===== config.mk =====
export PLATFORM = sky130hd
export DESIGN_NAME = rs485_tx_scheduler
export DESIGN_NICKNAME = d
export VERILOG_FILES = /design/src/rtl/rs485_pkg.sv /design/src/rtl/rs485_cycle_timer.sv /design/src/rtl/rs485_tx_scheduler.sv
export SDC_FILE = /design/constraint.sdc
export NUM_CORES = 1
export LEC_CHECK = 0
export ABC_AREA = 1
export BUFFER_PORTS_ARGS = -buffer_cell sky130_fd_sc_hd__buf_2
export CAP_MARGIN = 20
export CORE_UTILIZATION = 48
export DETAILED_ROUTE_END_ITERATION = 10
export PLACE_DENSITY_LB_ADDON = 0.25
export SETUP_SLACK_MARGIN = 0.1
export SYNTH_ARGS = -nofsm -noshare
export SYNTH_HDL_FRONTEND = slang
export SYNTH_SLANG_ARGS = --single-unit
export TNS_END_PERCENT = 20

===== constraint.sdc =====
create_clock -name clk -period 1.8 [get_ports clk]
set_input_delay 0.09 -clock clk [delete_from_list [all_inputs] [get_ports clk]]
set_output_delay 0.09 -clock clk [all_outputs]
set_load 0.02 [all_outputs]

===== src/rtl/rs485_pkg.sv =====
// Shared types and constants for the RS485 transmit scheduler.
// The helper functions derive the shared timer width and check parameter ranges.
package rs485_pkg;

  localparam int DATA_W_DEF = 16;
  localparam int SENT_W     = 8;

  typedef enum logic [2:0] {
    ST_IDLE,
    ST_POP,
    ST_LOAD,
    ST_LEAD,
    ST_SEND,
    ST_TAIL
  } rs485_state_e;

  function automatic int max3(input int a, input int b, input int c);
    int m;
    m = (a > b) ? a : b;
    return (m > c) ? m : c;
  endfunction

  // Widest value the shared timer must hold; the timeout load is TIMEOUT_CYC itself.
  function automatic int timer_w(input int lead, input int tail, input int tmo);
    return $clog2(max3(lead, tail, tmo) + 1);
  endfunction

  function automatic bit cfg_ok(input int dw, input int lead, input int tail, input int tmo);
    return (dw >= 1) && (lead >= 1) && (tail >= 1) && (tmo >= 2);
  endfunction

endpackage


===== src/rtl/rs485_cycle_timer.sv =====
// Loadable down-counter with a zero flag; shared by the lead, tail and
// transmit-timeout phases of the scheduler.
module rs485_cycle_timer #(
  parameter int W = 11
) (
  input  logic         clk,
  input  logic         rst,
  input  logic         load,
  input  logic [W-1:0] load_val,
  output logic [W-1:0] count,
  output logic         zero
);

  always_ff @(posedge clk) begin
    if (rst) begin
      count <= '0;
    end else if (load) begin
      count <= load_val;
    end else if (count != '0) begin
      count <= count - 1'b1;
    end
  end

  assign zero = (count == '0);

endmodule


===== src/rtl/rs485_tx_scheduler.sv =====
// RS485 transmit scheduler: pops words from the TX FIFO, starts the transmitter
// and owns the half-duplex driver enable with lead/tail guard times.
module rs485_tx_scheduler
  import rs485_pkg::*;
#(
  parameter int DATA_W      = DATA_W_DEF,
  parameter int LEAD_CYC    = 4,
  parameter int TAIL_CYC    = 4,
  parameter int TIMEOUT_CYC = 1024
) (
  input  logic              clk,
  input  logic              rst,
  input  logic              enable,
  input  logic              rx_busy,
  input  logic              fifo_empty,
  output logic              fifo_rd,
  input  logic [DATA_W-1:0] fifo_data,
  output logic [DATA_W-1:0] tx_byte,
  output logic              tx_start,
  input  logic              tx_complete,
  output logic              drv_en,
  output logic              timeout_err,
  output logic [SENT_W-1:0] sent_count,
  output logic              idle
);

  localparam int           TW        = timer_w(LEAD_CYC, TAIL_CYC, TIMEOUT_CYC);
  localparam bit           CFG_OK    = cfg_ok(DATA_W, LEAD_CYC, TAIL_CYC, TIMEOUT_CYC);
  localparam logic [TW-1:0] LEAD_LOAD = TW'(LEAD_CYC - 1);
  localparam logic [TW-1:0] TAIL_LOAD = TW'(TAIL_CYC - 1);
  localparam logic [TW-1:0] TMO_LOAD  = TW'(TIMEOUT_CYC);

  // Handshakes: fifo_rd is a one-cycle pop and fifo_data is captured on the
  // following cycle; tx_start is a one-cycle pulse and the transmitter answers
  // with a one-cycle tx_complete, which is ignored on the tx_start cycle itself.

  rs485_state_e  state, state_next;
  logic          burst, burst_next;
  logic          timer_load;
  logic [TW-1:0] timer_val;
  logic [TW-1:0] timer_count;
  logic          timer_zero;
  logic          send_first;
  logic          word_done;
  logic          word_timeout;

  rs485_cycle_timer #(.W(TW)) u_timer (
    .clk      (clk),
    .rst      (rst),
    .load     (timer_load),
    .load_val (timer_val),
    .count    (timer_count),
    .zero     (timer_zero)
  );

  // The timer is loaded with TIMEOUT_CYC on SEND entry, so the full value marks the first SEND cycle.
  assign send_first   = (state == ST_SEND) && (timer_count == TMO_LOAD);
  assign word_done    = (state == ST_SEND) && !send_first && tx_complete;
  assign word_timeout = (state == ST_SEND) && !send_first && !tx_complete && timer_zero;

  always_comb begin
    state_next = state;
    burst_next = burst;
    timer_load = 1'b0;
    timer_val  = TMO_LOAD;
    case (state)
      ST_IDLE: begin
        burst_next = 1'b0;
        if (enable && !fifo_empty && !rx_busy) state_next = ST_POP;
      end
      ST_POP: state_next = ST_LOAD;
      ST_LOAD: begin
        timer_load = 1'b1;
        if (burst) begin
          state_next = ST_SEND;
          timer_val  = TMO_LOAD;
        end else begin
          state_next = ST_LEAD;
          timer_val  = LEAD_LOAD;
        end
      end
      ST_LEAD: begin
        if (timer_zero) begin
          state_next = ST_SEND;
          timer_load = 1'b1;
          timer_val  = TMO_LOAD;
        end
      end
      ST_SEND: begin
        if (word_done) begin
          if (enable && !fifo_empty) begin
            burst_next = 1'b1;
            state_next = ST_POP;
          end else begin
            state_next = ST_TAIL;
            timer_load = 1'b1;
            timer_val  = TAIL_LOAD;
          end
        end else if (word_timeout) begin
          state_next = ST_TAIL;
          timer_load = 1'b1;
          timer_val  = TAIL_LOAD;
        end
      end
      ST_TAIL: begin
        if (timer_zero) state_next = ST_IDLE;
      end
      default: state_next = ST_IDLE;
    endcase
  end

  always_ff @(posedge clk) begin
    if (rst) begin
      state      <= ST_IDLE;
      burst      <= 1'b0;
      tx_byte    <= '0;
      sent_count <= '0;
    end else begin
      state <= state_next;
      burst <= burst_next;
      if (state == ST_LOAD) tx_byte <= fifo_data;
      if (word_done) sent_count <= sent_count + 1'b1;
    end
  end

  always_ff @(posedge clk) begin
    if (!rst) assert (CFG_OK);
  end

  assign fifo_rd     = (state == ST_POP);
  assign tx_start    = send_first;
  assign timeout_err = word_timeout;
  assign idle        = (state == ST_IDLE);
  assign drv_en      = (state == ST_LEAD) || (state == ST_SEND) || (state == ST_TAIL) ||
                       (((state == ST_POP) || (state == ST_LOAD)) && burst);

endmodule


==> impl_metrics.yaml, run 1 <==
cells_and_area:
  area_growth_pct: 25.7
  regArea_um2: 786
  final.fill_count: 355
  num_antenna_cells: 0
  nets: 342
  drive_above_1_share_pct: 32.4
  final_util_pct: 64.2
  multiInputGateArea_um2: 1050
die:
  die_y_um: 65.1
  die_x_um: 65.1
  start_util_pct: 51.1
  core_area_um2: 3740
  top_level_ports: 51
  dieArea_um2: 4240
  rows: 22
synthesis:
  ys_types: 29
  synth_edf_count: 0
  yosysTopAreaCellShare_pct: 40.8
  synth_seq_cells: 39
  async_reset_ff_share_pct: 0
  synth_nets: 285
  synth_area_per_cell_um2: 7.35
  synthTopCellsByArea: "dfxtp_1 (41%), nor2_1 (11%), o21ai_0 (6.8%)"
  ys_warn_count: 0
  synth_area_um2: 1910
  synth-main-ff-cell: "dfxtp_1"
  yosys.area.top_type: "dfxtp_1"
  syn-instance-count: 260
  synth_seq_area_share_pct: 40.8
  synth.most_common_cell: "nor2_1"
  yosys-top-cells-count: "nor2_1 (58), dfxtp_1 (39), inv_1 (31), o21ai_0 (26), nand2_1 (22)"
setup_path:
  cp-end-kind: "output pin"
  path_common_cell: "nand2_4"
  worstSetupPathType: "flip-flop to output pin"
  critPathMaxStageDelay_ns: 0.33
  crit_chain: "inv_2 > ha_4 > nand2_4 > nor2_8 > nand2_4 > nor2_4 > nand2_4 > inv_2 > buf_4"
  critical_path_buf_inv_count: 3
  cp_slowest_cell: "dfxtp_2"
  path_delay_family: "simple AND/OR/NAND/NOR gates"
  startpoint_type: "flip-flop"
  cp.required_ns: 1.71
  critPathArrivalTime_ns: 1.53
  critPathMaxFanout: 4
global_route:
  grt_overflow_total: 0
  use_met1_pct: 26.2
  met3_usage_pct: 6.60
  grt_util_met2_pct: 36.6
  grt_pass1_wl_mm: 7.07
  top_usage_layer: "met2"
  antenna_found_initial: 0
  grt_pass1_vias: 1700
  grt_usage_pct: 21.8
  grt_max_degree: 17
sta:
  hold_violations: 0
  tightest_slew_ns: 0.335
  fin_crit_sh_pct: 90.0
  clock_skew_ns: 0.00512
  setup_viol: 0
  period_needed_ns: 1.62
  fin_setup_tns_ns: 0
  relSlewSlack_pct: 77.4
  rsz0062_at_grt: "true"
  fmax_mhz: 617
  maxSlewViolCount: 0
place:
  gp_congestion: 0.777
  hpwlAfterDp_mm: 3.08
  portBuffers: 50
min_path:
  hp-class: "input pin to flip-flop"
power:
  p_leak_nw: 1.20
  p_comb_share_pct: 51.8
  power_per_cell_area_nw_per_um2: 1620
  p_switching_mw: 1.75
  ir_drop_mv: 0.732
  p_int_mw: 2.13
  p_sw_share_pct: 45.1
  power_frac_clock_pct: 14.2
  p_seq_share_pct: 34.0
routing:
  drt-total-wl_mm: 4.19
  avgRoutedWirePerCell_um: 11.5
  via_per_inst: 4.90
  vias: 1793
  drtPass1Iterations: 4
  antenna_left: 0
  drc: 0
  drt_iter0_drc: 89
clocking:
  cts_tree: "yes"
  path_clk_slew_ns: 0.07
  hold_buffers: 0
  cts_sinks: 39
  cts_buffer_depth: 2
  cts_root_buf: "clkbuf_8"
  numCtsBuffers: 5
  clock_latency_ns: 0.29
  cts_max_level: 2
run:
  drv_cap: 0
status:
  status: "finished, final reports clean"
-- cell type report --
| class | count | share of cell area, % |
|---|---|---|
| Multi-Input combinational cell | 179 | 43.5 |
| Timing Repair Buffer | 55 | 12.1 |
| Sequential cell | 39 | 32.7 |
| Clock buffer | 7 | 3.18 |
| Inverter | 37 | 5.78 |
| Tap cell | 48 | 2.50 |
| Clock inverter | 1 | 0.208 |
-- state kept, by name, summed over array words and instances, names as in the netlist --
name	count
u_timer.count	11
sent_count	8
state	3
burst	1
tx_byte	16
-- stage by stage --
stage / setup slack, ns / instances / hold slack, ns / total power [mW] / cell area, um^2
6_report: 0.180 / 366 / 0.0222 / 3.88 / 2400
5_1_grt: 0.0737 / 366 / 0.0238 / 4.20 / 2400
4_1_cts: 0.121 / 365 / 0.0170 / 3.79 / 2320
3_5_place_dp: 0.152 / 356 / 0.320 / 3.20 / 2230
3_3_place_gp: 0.227 / 356 / 0.314 / 3.15 / 2230
2_1_floorplan: 0.293 / 260 / 0.225 / 2.74 / 1920
-- power groups by stage --
stage	clock network (mW)	registers, mW	logic (mW)
global route	0.614	1.36	2.23
detailed placement	0	1.32	1.88
finish	0.553	1.32	2.01
floorplan	0	1.45	1.29
global placement	0	1.32	1.83
CTS	0.573	1.31	1.90
-- cells in the final DEF, fill, tap and decap left out --
cell type | netlist | layout
o21ai_0 | 26 | 26
nand2_4 | 1 | 4
nor3_2 | 1 | 2
a21oi_2 | 2 | 1
a31oi_1 | 1 | 1
clkbuf_8 | 0 | 5
a21oi_4 | 1 | 2
nor2_1 | 58 | 57
dfxtp_2 | 0 | 4
ha_4 | 0 | 1
nand3_1 | 10 | 10
nand2_1 | 22 | 22
a21oi_1 | 10 | 10
nor2_4 | 2 | 5
o2111ai_1 | 1 | 1
nor4_1 | 6 | 6
nand4_1 | 2 | 2
xnor2_1 | 2 | 2
inv_2 | 6 | 9
o21a_1 | 1 | 1
buf_4 | 0 | 6
dfxtp_1 | 39 | 35
buf_2 | 0 | 49
nand3_4 | 0 | 2
clkbuf_1 | 5 | 2
ha_1 | 3 | 2
xor2_1 | 7 | 7
clkinv_2 | 0 | 1
nor3_4 | 1 | 1
nand4_2 | 1 | 1
nand2_2 | 6 | 3
nor2_8 | 1 | 1
inv_1 | 31 | 28
nor3_1 | 4 | 3
nor2_2 | 8 | 6
-- routing by layer --
metal	part of all wire, %	routed length (um)
met1	48	2030
met2	46	1940
met3	4.2	176
met4	1.1	46
met5	0	0
-- repair_timing --
item                                    in CTS  in global routing
hold endpoints to repair                     0                  0
endpoints found under the setup margin       1                  7
buffers inserted                             1                  1
gates resized for setup                      2                 18
pin swaps                                    1                  4
gates cloned                                 0                  0
-- worst paths after layout --
| path | startpoint | to | slack [ns] | cells past startpoint |
|---|---|---|---|---|
| worst max-delay path | u_timer.count[0]$_SDFFE_PP0P_ | timeout_err | 0.18 | 9 |
| worst min-delay path | fifo_data[1] | tx_byte[1]$_SDFFE_PP0N_ | 0.02 | 3 |
| worst max register to register | u_timer.count[0]$_SDFFE_PP0P_ | u_timer.count[1]$_SDFFE_PP0P_ | 0.22 | 11 |
| worst min register to register | sent_count[6]$_SDFFE_PP0P_ | sent_count[6]$_SDFFE_PP0P_ | 0.50 | 2 |
-- worst register-to-register path: stages, from the launching register on --
cell and delay, ns:
dfxtp_2 0.33, inv_2 0.09, ha_4 0.15, nand2_4 0.06, nor2_8 0.17, nand2_4 0.08, buf_4 0.16, inv_2 0.13
nor2_1 0.05, o21ai_0 0.15, nand2_1 0.06, nor2_1 0.09
-- cells by family after synthesis --
family,share of synthesized area [%]
flops,40.8
simple gates,32.5
fa+ha+maj,1.96
compound gates,12.4
buf+inv,8.25
xor+xnor,4.12
(Power assumes the default switching activity.)
==> run 2, diff against run 1 <==
--- a/config.mk
+++ b/config.mk
@@ -8,10 +8,13 @@
 export ABC_AREA = 1
 export BUFFER_PORTS_ARGS = -buffer_cell sky130_fd_sc_hd__buf_2
 export CAP_MARGIN = 20
+export CORE_MARGIN = 10
 export CORE_UTILIZATION = 48
 export DETAILED_ROUTE_END_ITERATION = 10
+export HOLD_SLACK_MARGIN = 0.15
 export PLACE_DENSITY_LB_ADDON = 0.25
 export SETUP_SLACK_MARGIN = 0.1
+export SKIP_LAST_GASP = 1
 export SYNTH_ARGS = -nofsm -noshare
 export SYNTH_HDL_FRONTEND = slang
 export SYNTH_SLANG_ARGS = --single-unit
==> run 2 against run 1 <==
Worst hold slack improved by 0.16 ns. Maximum frequency fell by 1.1%. Wire length rose by 18%. Highest routed layer unchanged. Largest cell class unchanged. Clock-buffer cell count fell by 1. Combinational power barely moved. Sequential power barely moved. Die area rose by 63%. Clock skew rose by 0.00058 ns. Largest power group unchanged. Final area rose by 7.6%. Sequential share of layout area fell by 2.3 points. Critical path depth did not move. Total power rose by 4.2%.
==> impl_metrics.yaml, run 2 (synthesis gave the netlist of run 1 again) <==
status:
  status: "finished, final reports clean"
min_path:
  worstHoldPathCells: 3
  worstHoldEndpoint: "sent_count[6]$_SDFFE_PP0P_"
  hp-start: "tx_complete"
  hp-class: "input pin to flip-flop"
routing:
  drt-total-wl_mm: 4.93
  drtPass1Iterations: 4
  antenna_left: 0
  vias: 1897
  via_per_inst: 4.93
  drt_iter0_drc: 116
  drc: 0
  avgRoutedWirePerCell_um: 12.8
die:
  top_level_ports: 51
  die_x_um: 83.1
  rows: 22
  core_area_um2: 3740
  start_util_pct: 51.1
  dieArea_um2: 6910
  die_y_um: 83.1
cells_and_area:
  top_register: "tx_byte"
  final.fill_count: 332
  nets: 361
  num_antenna_cells: 0
  area_growth_pct: 35.1
  layout_commonest_cell: "nor2_1"
  mostFrequentLayoutCells: "nor2_1 (57), buf_2 (48), dfxtp_1 (35)"
  drive_above_1_share_pct: 31.5
  largest_reg_flops: 16
  reg_top3: "tx_byte x16, u_timer.count x11, sent_count x8"
  finish.instance_area_um2: 2580
sta:
  setup_viol: 0
  period_needed_ns: 1.64
  whs_ns: 0.181
  clock_skew_ns: 0.00569
  rsz0062_at_grt: "true"
  fin_setup_tns_ns: 0
  fmax_mhz: 610
  tightest_slew_ns: 0.344
  maxSlewViolCount: 0
  hold_violations: 0
  relSlewSlack_pct: 77.1
  fin_crit_sh_pct: 91.0
clocking:
  cts_root_buf: "clkbuf_8"
  clock_latency_ns: 0.28
  cts_sinks: 39
  cts_max_level: 2
  cts_tree: "yes"
  cts_buffer_depth: 2
  path_clk_slew_ns: 0.07
  numCtsBuffers: 5
place:
  place_area_um2: 2230
  hpwlAfterDp_mm: 3.59
  portBuffers: 50
  gp_congestion: 0.878
global_route:
  grt_overflow_total: 0
  grt_usage_pct: 14.1
  grt_pass1_wl_mm: 8.34
  antenna_found_initial: 0
  grt_pass1_vias: 1864
  grt_max_degree: 17
setup_path:
  critPathMaxStageDelay_ns: 0.33
  critPathLaunch: "u_timer.count[0]$_SDFFE_PP0P_"
  worstSetupPathType: "flip-flop to output pin"
  cp.required_ns: 1.71
  worst_r2r_endpoint: "u_timer.count[1]$_SDFFE_PP0P_"
  timing.reg2reg.setup_slack_ns: 0.20
  critPathArrivalTime_ns: 1.55
  r2r-start: "u_timer.count[0]$_SDFFE_PP0P_"
  reg2regPathDepth: 11
  critical_path_buf_inv_count: 3
  crit_chain: "inv_2 > ha_2 > nand2_2 > nor2_8 > nand2_4 > nor2_2 > nand2_2 > inv_2 > buf_4"
  cp_slowest_cell: "dfxtp_1"
  path_delay_family: "simple AND/OR/NAND/NOR gates"
  startpoint_type: "flip-flop"
  cp-end-kind: "output pin"
  critPathMaxFanout: 4
power:
  p_int_mw: 2.31
  ir_drop_mv: 0.853
  p_leak_nw: 1.26
  p_comb_share_pct: 48.9
  p_seq_share_pct: 32.8
  p_switching_mw: 1.74
  power_per_cell_area_nw_per_um2: 1570
  power_frac_clock_pct: 18.3
  p_sw_share_pct: 43.0
run:
  drv_cap: 0
run 2: worst max-delay path by stage:
stage / end / slack [ns] / depth (start not counted)
2_1_floorplan: drv_en / 0.29 / 4
3_3_place_gp: sent_count[7]$_SDFFE_PP0P_ / 0.21 / 10
3_5_place_dp: sent_count[7]$_SDFFE_PP0P_ / 0.14 / 11
4_1_cts: timeout_err / 0.11 / 7
5_1_grt: timeout_err / 0.07 / 9
6_report: timeout_err / 0.16 / 9
run 2: area by class of cell:
class | count | area, um^2 | area share, %
clock inverters | 2 | 35.0 | 1.36
clock buffers | 6 | 82.6 | 3.20
inverters | 37 | 139 | 5.38
repair buffers | 74 | 480 | 18.6
flip-flops and latches | 39 | 786 | 30.4
well taps | 48 | 60.1 | 2.32
multi-input cells | 179 | 1000 | 38.7
run 2: worst reg2reg max path: cells and delay by family, from the launching register on:
family | cells | cell delay [ns]
simple gates | 9 | 0.92
buf+inv | 1 | 0.07
flops | 1 | 0.33
fa+ha+maj | 1 | 0.17
run 2: layer usage:
metal | GRT usage [%] | vias up | wire length (um)
met5 | 0 | - | 0
met2 | 23.5 | 42 | 2390
met1 | 15.7 | 866 | 2180
li1 | - | 985 | -
met4 | 4.31 | 0 | 50
met3 | 6.05 | 4 | 302
run 2: through the flow:
step	setup WS (ns)	total power, mW	util, %	std cells
detailed placement	0.137	3.22	59.6	356
global placement	0.210	3.18	59.6	356
CTS	0.114	4.03	67.8	383
floorplan	0.293	2.74	-	260
global route	0.0723	4.38	69.0	385
finish	0.162	4.05	69.0	385
run 2: power by group through the flow:
stage / Combinational, mW / Sequential (mW) / Clock, mW
floorplan: 1.29 / 1.45 / 0
global placement: 1.87 / 1.32 / 0
detailed placement: 1.89 / 1.33 / 0
CTS: 1.95 / 1.31 / 0.763
global route: 2.20 / 1.36 / 0.811
finish: 1.98 / 1.33 / 0.741
run 2: repair_timing:
action                                  in CTS  in global routing
setup buffers                                1                  2
pin swaps                                    1                  3
endpoints found under the hold margin       20                  0
endpoints found under the setup margin       1                  7
gates resized for setup                      3                 11
hold buffers                                18                  0
==> run 3, diff against run 2 <==
--- a/config.mk
+++ b/config.mk
@@ -17,5 +17,6 @@
 export SKIP_LAST_GASP = 1
 export SYNTH_ARGS = -nofsm -noshare
 export SYNTH_HDL_FRONTEND = slang
+export SYNTH_HIERARCHICAL = 1
 export SYNTH_SLANG_ARGS = --single-unit
 export TNS_END_PERCENT = 20
==> constraint.sdc (replaced) <==
create_clock -name clk -period 1.8 [get_ports clk]
set_input_delay 0.36 -clock clk [delete_from_list [all_inputs] [get_ports clk]]
set_output_delay 0.36 -clock clk [all_outputs]
set_load 0.02 [all_outputs]
==> run 3 against run 2 <==
The run now ends with negative setup slack left. Final area rose by 13%. Non-clock buffer count grew 12. First-iteration DRC count grew 21%. Via count grew 17%. Critical path depth grew 3. Critical endpoint unchanged. Largest power group unchanged. Highest routed layer unchanged.
==> impl_metrics.yaml, run 3 <==
cells_and_area:
  num_antenna_cells: 0
  finish.instance_area_um2: 2910
  layout_commonest_cell: "nor2_1"
  drive_above_1_share_pct: 37.6
  nets: 425
  largest_reg_flops: 16
  top_register: "tx_byte"
  area_growth_pct: 36.9
  final_util_pct: 67.4
  mostFrequentLayoutCells: "nor2_1 (62), nand2_1 (52), buf_2 (49)"
  reg_top3: "tx_byte x16, u_timer/count x11, sent_count x8"
min_path:
  hp-class: "input pin to flip-flop"
  worstHoldPathCells: 3
  hp-start: "fifo_data[1]"
  worstHoldEndpoint: "tx_byte[1]$_SDFFE_PP0N_"
sta:
  setup_viol: 16
  clock_skew_ns: 0.00493
  relSlewSlack_pct: 64.0
  tightest_slew_ns: 0.539
  maxSlewViolCount: 0
  period_needed_ns: 2.27
  hold_violations: 0
  fmax_mhz: 440
  rsz0062_at_grt: "true"
  fin_setup_tns_ns: -5.56
  fin_crit_sh_pct: 126
  whs_ns: 0.311
  finalWorstSetupSlack_ns: -0.471
global_route:
  grt_pass1_wl_mm: 9.16
  grt_usage_pct: 14.7
  grt_max_degree: 22
  grt_pass1_vias: 2088
  grt_overflow_total: 0
  antenna_found_initial: 0
die:
  core_area_um2: 4320
  die_x_um: 86.6
  top_level_ports: 51
  start_util_pct: 49.2
  rows: 24
  dieArea_um2: 7500
  die_y_um: 86.6
clocking:
  cts_buffer_depth: 2
  cts_max_level: 2
  cts_tree: "yes"
  cts_root_buf: "clkbuf_8"
  path_clk_slew_ns: 0.08
  cts_sinks: 39
  hold_buffers: 0
  clock_latency_ns: 0.30
  numCtsBuffers: 5
status:
  violations: "negative setup slack"
  status: "finished, violations left"
synthesis:
  synth_seq_area_share_pct: 36.7
  synthTopCellsByArea: "dfxtp_1 (37%), nor2_1 (12%), nand2_1 (10%)"
  synth_area_per_cell_um2: 6.87
  syn-instance-count: 310
  yosys.area.top_type: "dfxtp_1"
  synth_compound_area_share_pct: 13.3
  ys_types: 40
  synth.most_common_cell: "nor2_1"
  synth_fa_ha_area_share_pct: 1.18
  synth-xor-area-share_pct: 1.65
  ys_warn_count: 6
  synthSimpleGateAreaFrac_pct: 37.9
  synth_area_um2: 2130
  synth-main-ff-cell: "dfxtp_1"
  synth_top_family_by_area: "simple AND/OR/NAND/NOR gates"
  muxShareOfSynthArea_pct: 0.470
  async_reset_ff_share_pct: 0
  synth_edf_count: 0
  yosys-top-cells-count: "nor2_1 (66), nand2_1 (58), dfxtp_1 (39), inv_1 (29), o21ai_0 (24)"
  yosysTopAreaCellShare_pct: 36.7
  synth_seq_cells: 39
power:
  p_leak_nw: 1.41
  power_per_cell_area_nw_per_um2: 1700
  ir_drop_mv: 0.838
setup_path:
  reg2regPathDepth: 19
  r2r-start: "u_timer/count[1]$_SDFFE_PP0P_"
  critPathMaxFanout: 3
  critPathArrivalTime_ns: 1.91
  worstSetupPathType: "flip-flop to output pin"
  cp-end-kind: "output pin"
  cp.required_ns: 1.44
  timing.reg2reg.setup_slack_ns: -0.47
  startpoint_type: "flip-flop"
  worst_r2r_endpoint: "u_timer/count[9]$_SDFFE_PP0P_"
place:
  portBuffers: 50
  gp_congestion: 0.863
  hpwlAfterDp_mm: 4.10
  place_area_um2: 2660
  pre_cts_slack_ns: -0.331
routing:
  drtPass1Iterations: 4
  via_per_inst: 4.90
  antenna_left: 0
  drt-total-wl_mm: 5.74
  avgRoutedWirePerCell_um: 12.6
  drt_iter0_drc: 140
  vias: 2225
  drc: 0
run:
  drv_cap: 0
## run 3: cell types whose count changed after synthesis, sizes merged, moves of 2 or more
cell   change
nor3       +2
nand2     +33
or2        +2
nor4       -4
o21ai      +3
nor2       +3
nand3      +7
inv        -3
xor2       -4
a21oi      +2
buf        +5
## run 3: layout make-up
type	count	area [um^2]
flip-flops and latches	39	783
fillers	389	1410
clock buffers	6	72.6
multi-input cells	234	1290
clock inverters	2	12.5
repair buffers	86	549
inverters	35	141
well taps	52	65.1
## run 3: through the flow
| stage | power [mW] | instances |
|---|---|---|
| 2_1_floorplan | 3.21 | 317 |
| 3_3_place_gp | 3.95 | 439 |
| 3_5_place_dp | 4.00 | 439 |
| 4_1_cts | 4.71 | 453 |
| 5_1_grt | 5.38 | 454 |
| 6_report | 4.95 | 454 |
## run 3: cell families (layout without fill, tap and decap cells)
| kind of cell | count (synthesis) | in the layout |
|---|---|---|
| simple gates | 171 | 171 |
| xor+xnor | 4 | 4 |
| flops | 39 | 39 |
| fa+ha+maj | 2 | 2 |
| compound gates | 48 | 48 |
| other cells | 1 | 8 |
| mux | 1 | 1 |
| buf+inv | 44 | 129 |
## run 3: critical path: stages (launching register included)
cell and delay, ns:
dfxtp_2 0.33, inv_2 0.06, ha_4 0.13, nand3_2 0.09, nor3_2 0.19, nand2_1 0.10, nor2_2 0.15, inv_2 0.05
nor2_2 0.10, nand3_2 0.11, buf_6 0.15, inv_2 0.04, buf_6 0.11
## run 3: metal layers
metal / vias to the layer above / wire (um) / global-route usage (%)
li1: 1162 / - / -
met1: 983 / 2420 / 17.0
met2: 76 / 2740 / 24.4
met3: 4 / 538 / 6.00
met4: 0 / 42 / 4.27
met5: - / 0 / 0
## run 3: how the worst max path moves through the flow
| stage | start | to | slack (ns) | depth (start not counted) |
|---|---|---|---|---|
| after global placement | u_timer/count[0]$_SDFFE_PP0P_ | u_timer/count[8]$_SDFFE_PP0P_ | -0.21 | 16 |
| after detailed placement | u_timer/count[1]$_SDFFE_PP0P_ | u_timer/count[1]$_SDFFE_PP0P_ | -0.33 | 17 |
| final | u_timer/count[1]$_SDFFE_PP0P_ | timeout_err | -0.47 | 12 |
| after CTS | u_timer/count[0]$_SDFFE_PP0P_ | timeout_err | -0.39 | 12 |
| after floorplan | u_timer/count[0]$_SDFFE_PP0P_ | u_timer/count[8]$_SDFFE_PP0P_ | -0.32 | 16 |
| after global routing | u_timer/count[1]$_SDFFE_PP0P_ | u_timer/count[9]$_SDFFE_PP0P_ | -0.64 | 19 |
## run 3: report_power, final
group	total, mW	switching (mW)	internal, mW
Combinational	3.07	1.81	1.26
Sequential	1.30	0.160	1.14
Clock	0.588	0.317	0.271
Total	4.95	2.29	2.67
## run 3: repair_timing
action	4_1_cts	5_1_grt
pin swaps	2	11
setup endpoints to repair	16	21
buffers inserted	6	1
gates resized for setup	7	29
